==> config.mk <==
export PLATFORM = sky130hd
export DESIGN_NAME = ttc_cfg_sequencer_lite5
export DESIGN_NICKNAME = d
export VERILOG_FILES = /design/src/rtl/ttc_seq_pkg5.sv /design/src/rtl/ttc_cfg_sequencer_lite5_arb.sv /design/src/rtl/ttc_cfg_sequencer_lite5.sv
export SDC_FILE = /design/constraint.sdc
export NUM_CORES = 1
export LEC_CHECK = 0
export CAP_MARGIN = 20
export CORE_MARGIN = 2
export CORE_UTILIZATION = 35
export DETAILED_ROUTE_END_ITERATION = 12
export HOLD_SLACK_MARGIN = 0.05
export PLACE_DENSITY = 0.77
export SLEW_MARGIN = 15
export SYNTH_ARGS = -nofsm -noshare
export SYNTH_HDL_FRONTEND = slang
export SYNTH_HIERARCHICAL = 1
export SYNTH_SLANG_ARGS = --single-unit
==> constraint.sdc <==
create_clock -name pclk5 -period 4.3 [get_ports pclk5]
set_clock_uncertainty 0.2 [all_clocks]
set_input_delay 1.075 -clock pclk5 [delete_from_list [all_inputs] [get_ports pclk5]]
set_output_delay 1.075 -clock pclk5 [all_outputs]
set_load 0.05 [all_outputs]
==> src/rtl/ttc_seq_pkg5.sv <==
// Shared command codes, FSM states and select-vector layout for the
// triple-timer-counter configuration sequencer.
package ttc_seq_pkg5;

  localparam logic [2:0] CMD_CLK_CTRL  = 3'd0;
  localparam logic [2:0] CMD_CNTR_CTRL = 3'd1;
  localparam logic [2:0] CMD_INTERVAL  = 3'd2;
  localparam logic [2:0] CMD_MATCH_1   = 3'd3;
  localparam logic [2:0] CMD_MATCH_2   = 3'd4;
  localparam logic [2:0] CMD_MATCH_3   = 3'd5;
  localparam logic [2:0] CMD_INTR_EN   = 3'd6;
  localparam logic [2:0] CMD_RESTART   = 3'd7;

  localparam int RESTART_BIT5 = 4;

  localparam int SEL_CLK_CTRL  = 0;
  localparam int SEL_CNTR_CTRL = 1;
  localparam int SEL_INTERVAL  = 2;
  localparam int SEL_MATCH_1   = 3;
  localparam int SEL_MATCH_2   = 4;
  localparam int SEL_MATCH_3   = 5;
  localparam int SEL_INTR_EN   = 6;
  localparam int NUM_SEL       = 7;

  typedef enum logic [2:0] {
    ST_IDLE,
    ST_WR,
    ST_RS1,
    ST_RS2,
    ST_CLR
  } state_t;

  // One-hot register select for a plain write command; RESTART maps to nothing.
  function automatic logic [NUM_SEL-1:0] sel_decode(input logic [2:0] code);
    logic [NUM_SEL-1:0] sel;
    sel = '0;
    case (code)
      CMD_CLK_CTRL:  sel[SEL_CLK_CTRL]  = 1'b1;
      CMD_CNTR_CTRL: sel[SEL_CNTR_CTRL] = 1'b1;
      CMD_INTERVAL:  sel[SEL_INTERVAL]  = 1'b1;
      CMD_MATCH_1:   sel[SEL_MATCH_1]   = 1'b1;
      CMD_MATCH_2:   sel[SEL_MATCH_2]   = 1'b1;
      CMD_MATCH_3:   sel[SEL_MATCH_3]   = 1'b1;
      CMD_INTR_EN:   sel[SEL_INTR_EN]   = 1'b1;
      default:       sel = '0;
    endcase
    return sel;
  endfunction

endpackage

==> src/rtl/ttc_cfg_sequencer_lite5_arb.sv <==
// Combinational round-robin picker: search starts at ptr, increases, wraps.
// The pointer register itself lives in the parent FSM.
module ttc_rr_arbiter5 #(
  parameter int NUM_REQ5 = 3,
  parameter int PTR_W    = 2
) (
  input  logic [NUM_REQ5-1:0] req,
  input  logic                en,
  input  logic [PTR_W-1:0]    ptr,
  output logic [NUM_REQ5-1:0] grant,
  output logic                grant_any,
  output logic [PTR_W-1:0]    grant_idx,
  output logic [PTR_W-1:0]    ptr_nxt
);

  always_comb begin
    grant     = '0;
    grant_any = 1'b0;
    grant_idx = '0;
    for (int k = 0; k < NUM_REQ5; k++) begin
      int j;
      j = int'(ptr) + k;
      if (j >= NUM_REQ5) j = j - NUM_REQ5;
      if (en && !grant_any && req[j]) begin
        grant_any = 1'b1;
        grant[j]  = 1'b1;
        grant_idx = PTR_W'(j);
      end
    end
    ptr_nxt = (grant_idx == PTR_W'(NUM_REQ5 - 1)) ? '0 : grant_idx + 1'b1;
  end

endmodule

==> src/rtl/ttc_cfg_sequencer_lite5.sv <==
// Arbitrates register writes onto one timer instance, expands RESTART into a
// set/clear pair on the counter control register, and captures interrupts.
module ttc_cfg_sequencer_lite5
  import ttc_seq_pkg5::*;
#(
  parameter int NUM_REQ5 = 3,
  parameter int DATA_W5  = 16
) (
  input  logic                          pclk5,
  input  logic                          p_reset5,
  input  logic [NUM_REQ5-1:0]           req_valid5,
  input  logic [3*NUM_REQ5-1:0]         req_addr5,
  input  logic [DATA_W5*NUM_REQ5-1:0]   req_data5,
  output logic [NUM_REQ5-1:0]           req_ready5,
  output logic [DATA_W5-1:0]            pwdata5,
  output logic                          clk_ctrl_reg_sel5,
  output logic                          cntr_ctrl_reg_sel5,
  output logic                          interval_reg_sel5,
  output logic                          match_1_reg_sel5,
  output logic                          match_2_reg_sel5,
  output logic                          match_3_reg_sel5,
  output logic                          intr_en_reg_sel5,
  output logic                          clear_interrupt5,
  input  logic                          interrupt5,
  input  logic [5:0]                    interrupt_reg5,
  output logic                          irq_pending5,
  output logic [5:0]                    irq_status5,
  input  logic                          irq_ack5
);

  localparam int PTR_W = (NUM_REQ5 > 1) ? $clog2(NUM_REQ5) : 1;
  localparam logic [DATA_W5-1:0] RESTART_MASK = DATA_W5'(1) << RESTART_BIT5;

  state_t               state;
  logic [PTR_W-1:0]     ptr;
  logic [PTR_W-1:0]     ptr_nxt;
  logic [PTR_W-1:0]     grant_idx;
  logic                 grant_any;
  logic                 arb_en;
  logic                 irq_take;
  logic [NUM_SEL-1:0]   sel;
  logic [DATA_W5-1:0]   lat_data;
  logic [DATA_W5-1:0]   win_data;
  logic [2:0]           win_addr;

  // A fresh interrupt pre-empts any grant in the same IDLE cycle.
  assign irq_take = interrupt5 && !irq_pending5;
  assign arb_en   = (state == ST_IDLE) && !irq_take && !p_reset5;

  ttc_rr_arbiter5 #(
    .NUM_REQ5 (NUM_REQ5),
    .PTR_W    (PTR_W)
  ) u_arb (
    .req       (req_valid5),
    .en        (arb_en),
    .ptr       (ptr),
    .grant     (req_ready5),
    .grant_any (grant_any),
    .grant_idx (grant_idx),
    .ptr_nxt   (ptr_nxt)
  );

  assign win_data = req_data5[int'(grant_idx)*DATA_W5 +: DATA_W5];
  assign win_addr = req_addr5[int'(grant_idx)*3 +: 3];

  always_ff @(posedge pclk5) begin
    if (p_reset5) begin
      state            <= ST_IDLE;
      ptr              <= '0;
      sel              <= '0;
      pwdata5          <= '0;
      lat_data         <= '0;
      clear_interrupt5 <= 1'b0;
      irq_pending5     <= 1'b0;
      irq_status5      <= '0;
    end else begin
      if (irq_ack5) irq_pending5 <= 1'b0;
      case (state)
        ST_IDLE: begin
          if (irq_take) begin
            state            <= ST_CLR;
            irq_status5      <= interrupt_reg5;
            clear_interrupt5 <= 1'b1;
          end else if (grant_any) begin
            ptr      <= ptr_nxt;
            lat_data <= win_data;
            if (win_addr == CMD_RESTART) begin
              state   <= ST_RS1;
              sel     <= sel_decode(CMD_CNTR_CTRL);
              pwdata5 <= win_data | RESTART_MASK;
            end else begin
              state   <= ST_WR;
              sel     <= sel_decode(win_addr);
              pwdata5 <= win_data;
            end
          end
        end
        ST_RS1: begin
          state   <= ST_RS2;
          sel     <= sel_decode(CMD_CNTR_CTRL);
          pwdata5 <= lat_data & ~RESTART_MASK;
        end
        ST_CLR: begin
          state            <= ST_IDLE;
          clear_interrupt5 <= 1'b0;
          irq_pending5     <= 1'b1;
        end
        default: begin
          state            <= ST_IDLE;
          sel              <= '0;
          pwdata5          <= '0;
          clear_interrupt5 <= 1'b0;
        end
      endcase
    end
  end

  assign clk_ctrl_reg_sel5  = sel[SEL_CLK_CTRL];
  assign cntr_ctrl_reg_sel5 = sel[SEL_CNTR_CTRL];
  assign interval_reg_sel5  = sel[SEL_INTERVAL];
  assign match_1_reg_sel5   = sel[SEL_MATCH_1];
  assign match_2_reg_sel5   = sel[SEL_MATCH_2];
  assign match_3_reg_sel5   = sel[SEL_MATCH_3];
  assign intr_en_reg_sel5   = sel[SEL_INTR_EN];

endmodule

==> reports/metrics.cfg <==
[clock_tree]
root_buffer = clkbuf_8
htree_num_levels = 2
clock-sinks = 51
numCtsBuffers = 5
clk_pin_slew_ns = 0.09
cts_tree = done
ctsHoldBuffers = 0
post_cts_buffers = 0
clock_latency_ns = 0.30
cts.repair.resized = 0
clockBufferDepth = 2

[logic_synthesis]
syn_inst = 336
syn_area_mm2 = 0.00274
yosysWarnings = 6
synth-edff-count = 0
ys_seq_area_share_pct = 37.3
syn_nets = 410
syn_avg_cell_area_um2 = 8.15
synth_cell_types = 44
ys.flop_type = dfxtp_1
async_flop_share_pct = 0
synth_commonest_cells = dfxtp_1 (51), nand2_1 (45), a21oi_1 (38)
synthTopCellsByArea = dfxtp_1 (37%), mux2i_1 (10%), a21oi_1 (6.9%), nand2_1 (6.2%), a22oi_1 (5.8%)
yosys_register_bits = 51
yosysTopAreaCellShare_pct = 37.3
synth.most_common_cell = dfxtp_1
synth_top_area_cell = dfxtp_1

[power_and_ir_drop]
clkPwrFrac_pct = 30.3
power.density_mw_per_mm2 = 313
p_int_mw = 0.897
p_leak_nw = 1.47
ir_worst_vdd_v = 0.000161
p_comb_share_pct = 29.3
seq_power_share_pct = 40.5
p_sw_share_pct = 29.6
p_total_mw = 1.27
switching_power_mw = 0.377

[critical_path]
reg2reg_to = sel[1]
cp.arrival_ns = 2.82
reg2reg_from = state[0]
critical-path-top-delay-family = buffers and inverters
crit_slowest_cell = clkdlybuf4s50_1
required_ns = 3.02
reg2reg_depth = 11
r2r_slack_ns = 0.83
cp_num_buf_inv = 2
worstSetupPathType = input pin to output pin
cp_cell_sequence = clkdlybuf4s50_1 > mux2i_1 > or2_0 > and4b_1 > a221oi_2 > buf_12
cpPeakStageDelay_ns = 0.56
cp_max_fo = 5
cp-end-kind = output pin
start_kind = input pin

[timing]
rsz0062_at_grt = no
setup_tns_ns = 0
final.min_clock_period_ns = 4.10
tightest_slew_ns = 0.626
slew_viol_final = 0
fin_ws_ns = 0.202
max_freq_ghz = 0.244
holdWs_ns = 0.250
setup_viol = 0
finalHoldViolations = 0
slew-limit-headroom_pct = 58.3
post-route-period-util_pct = 95.3

[global_route]
antenna_found_initial = 0
grt_pass1_wl_um = 12900
first_global_vias = 2802
grt_max_degree = 35
track_usage_pct = 18.9
globalRouteOverflowTotal = 0

[place]
post-place-ws_ns = 0.223
hpwl_um = 6110
port-buffer-count = 103
gp_congestion = 0.876

[cells_and_area]
layout-drive-gt1-share_pct = 8.22
syn_to_final_growth_pct = 48.5
fin_nets = 511
n_antenna_cell = 0
fill_cells = 707

[hold_path]
worstHoldStart = pwdata5[10]
whs_path_depth = 2
hp-class = flip-flop to flip-flop
min_to = pwdata5[10]

[die]
die_h_um = 92.5
pin_count = 104
core.rowCount = 32
core-area_mm2 = 0.00765
fp.dieW_um = 92.5
die_area_mm2 = 0.00855
start_util_pct = 35.8

[detailed_routing]
first_pass_iters = 6
routed_wirelength_um = 8080
post_drt_wl_per_cell_um = 15.0
drt_iter0_markers = 179
viasPerCell = 5.24
drc = 0
via_count = 2832
final_antenna_net_count = 0

[run_status]
status = finished, final reports clean

[flow_run]
cap_violations = 0

==> power groups by stage <==
| stage | logic, mW | registers [mW] | clock network [mW] |
|---|---|---|---|
| 2_1_floorplan | 0.167 | 0.581 | 0 |
| 5_1_grt | 0.404 | 0.519 | 0.412 |
| 3_3_place_gp | 0.367 | 0.525 | 0 |
| 4_1_cts | 0.374 | 0.515 | 0.396 |
| 6_report | 0.373 | 0.515 | 0.386 |
| 3_5_place_dp | 0.372 | 0.526 | 0 |
==> layout by cell type (no fill, tap or decap), types with 3 or more instances in the layout <==
master	netlist	layout
clkdlybuf4s50_1	0	100
dfxtp_1	51	51
nand2_1	45	45
a21oi_1	38	38
nor2_1	34	34
mux2i_1	28	28
a22oi_1	21	21
o21ai_1	17	17
buf_4	2	12
or2_0	9	9
nor2b_1	8	8
inv_1	8	8
or2_1	7	7
o21ai_0	5	5
clkbuf_8	0	5
nand3_1	4	4
nand3b_1	4	4
ha_1	4	4
buf_12	0	3
==> cell families after synthesis <==
group,synth area share [%]
AOI/OAI and AO/OA,23.5
muxes,10.2
and+or+nand+nor,21.5
buffers and inverters,5.71
adders and majority gates,1.83
DFF,37.3
==> stage by stage <==
stage | std cells | area [um^2] | util [%]
2_1_floorplan | 336 | 2740 | -
3_3_place_gp | 531 | 3920 | 51.3
3_5_place_dp | 531 | 3920 | 51.3
4_1_cts | 539 | 4060 | 53.0
5_1_grt | 540 | 4070 | 53.2
6_report | 540 | 4070 | 53.2
==> flip-flops by register name, summed over array words and instances (netlist names) <==
register	flops
clear_interrupt5	1
irq_pending5	1
irq_status5	6
lat_data	15
ptr	2
pwdata5	16
sel	7
state	3
==> worst register-to-register path, cell delays in order (launching register included) <==
cell,delay (ns)
dfxtp_1,0.40
or3_1,0.65
nor3_1,0.27
buf_4,0.18
nand2_1,0.09
a221oi_4,0.36
buf_4,0.33
mux2i_1,0.22
o22a_1,0.24
nor3_2,0.08
a21oi_1,0.26
o211ai_2,0.10
==> worst max-delay path by stage <==
stage                         end  cells after the start          start
floorplan           req_ready5[1]                      5       p_reset5
CTS                 req_ready5[0]                      6  req_valid5[0]
global placement    req_ready5[0]                      7     interrupt5
global route        req_ready5[1]                      8     interrupt5
finish              req_ready5[0]                      6  req_valid5[0]
detailed placement  req_ready5[0]                      7     interrupt5
==> cell type report <==
cell class | instances | area (um^2) | share of cell area, %
multi-input combinational | 254 | 1590 | 39.1
timing repair buffer | 116 | 1160 | 28.6
sequential | 51 | 1020 | 25.1
tap | 102 | 128 | 3.14
clock buffer | 6 | 72.6 | 1.78
clock inverter | 2 | 60.1 | 1.48
inverter | 9 | 33.8 | 0.831
==> metal layers <==
| metal | vias up | GRT usage, % | part of all wire (%) |
|---|---|---|---|
| met5 | - | 0 | 0 |
| met4 | 0 | 7.84 | 3.5 |
| met3 | 21 | 4.64 | 7.8 |
| met2 | 116 | 31.8 | 47 |
| met1 | 1319 | 22.9 | 41 |
| li1 | 1376 | - | - |
(Power assumes the default switching activity.)
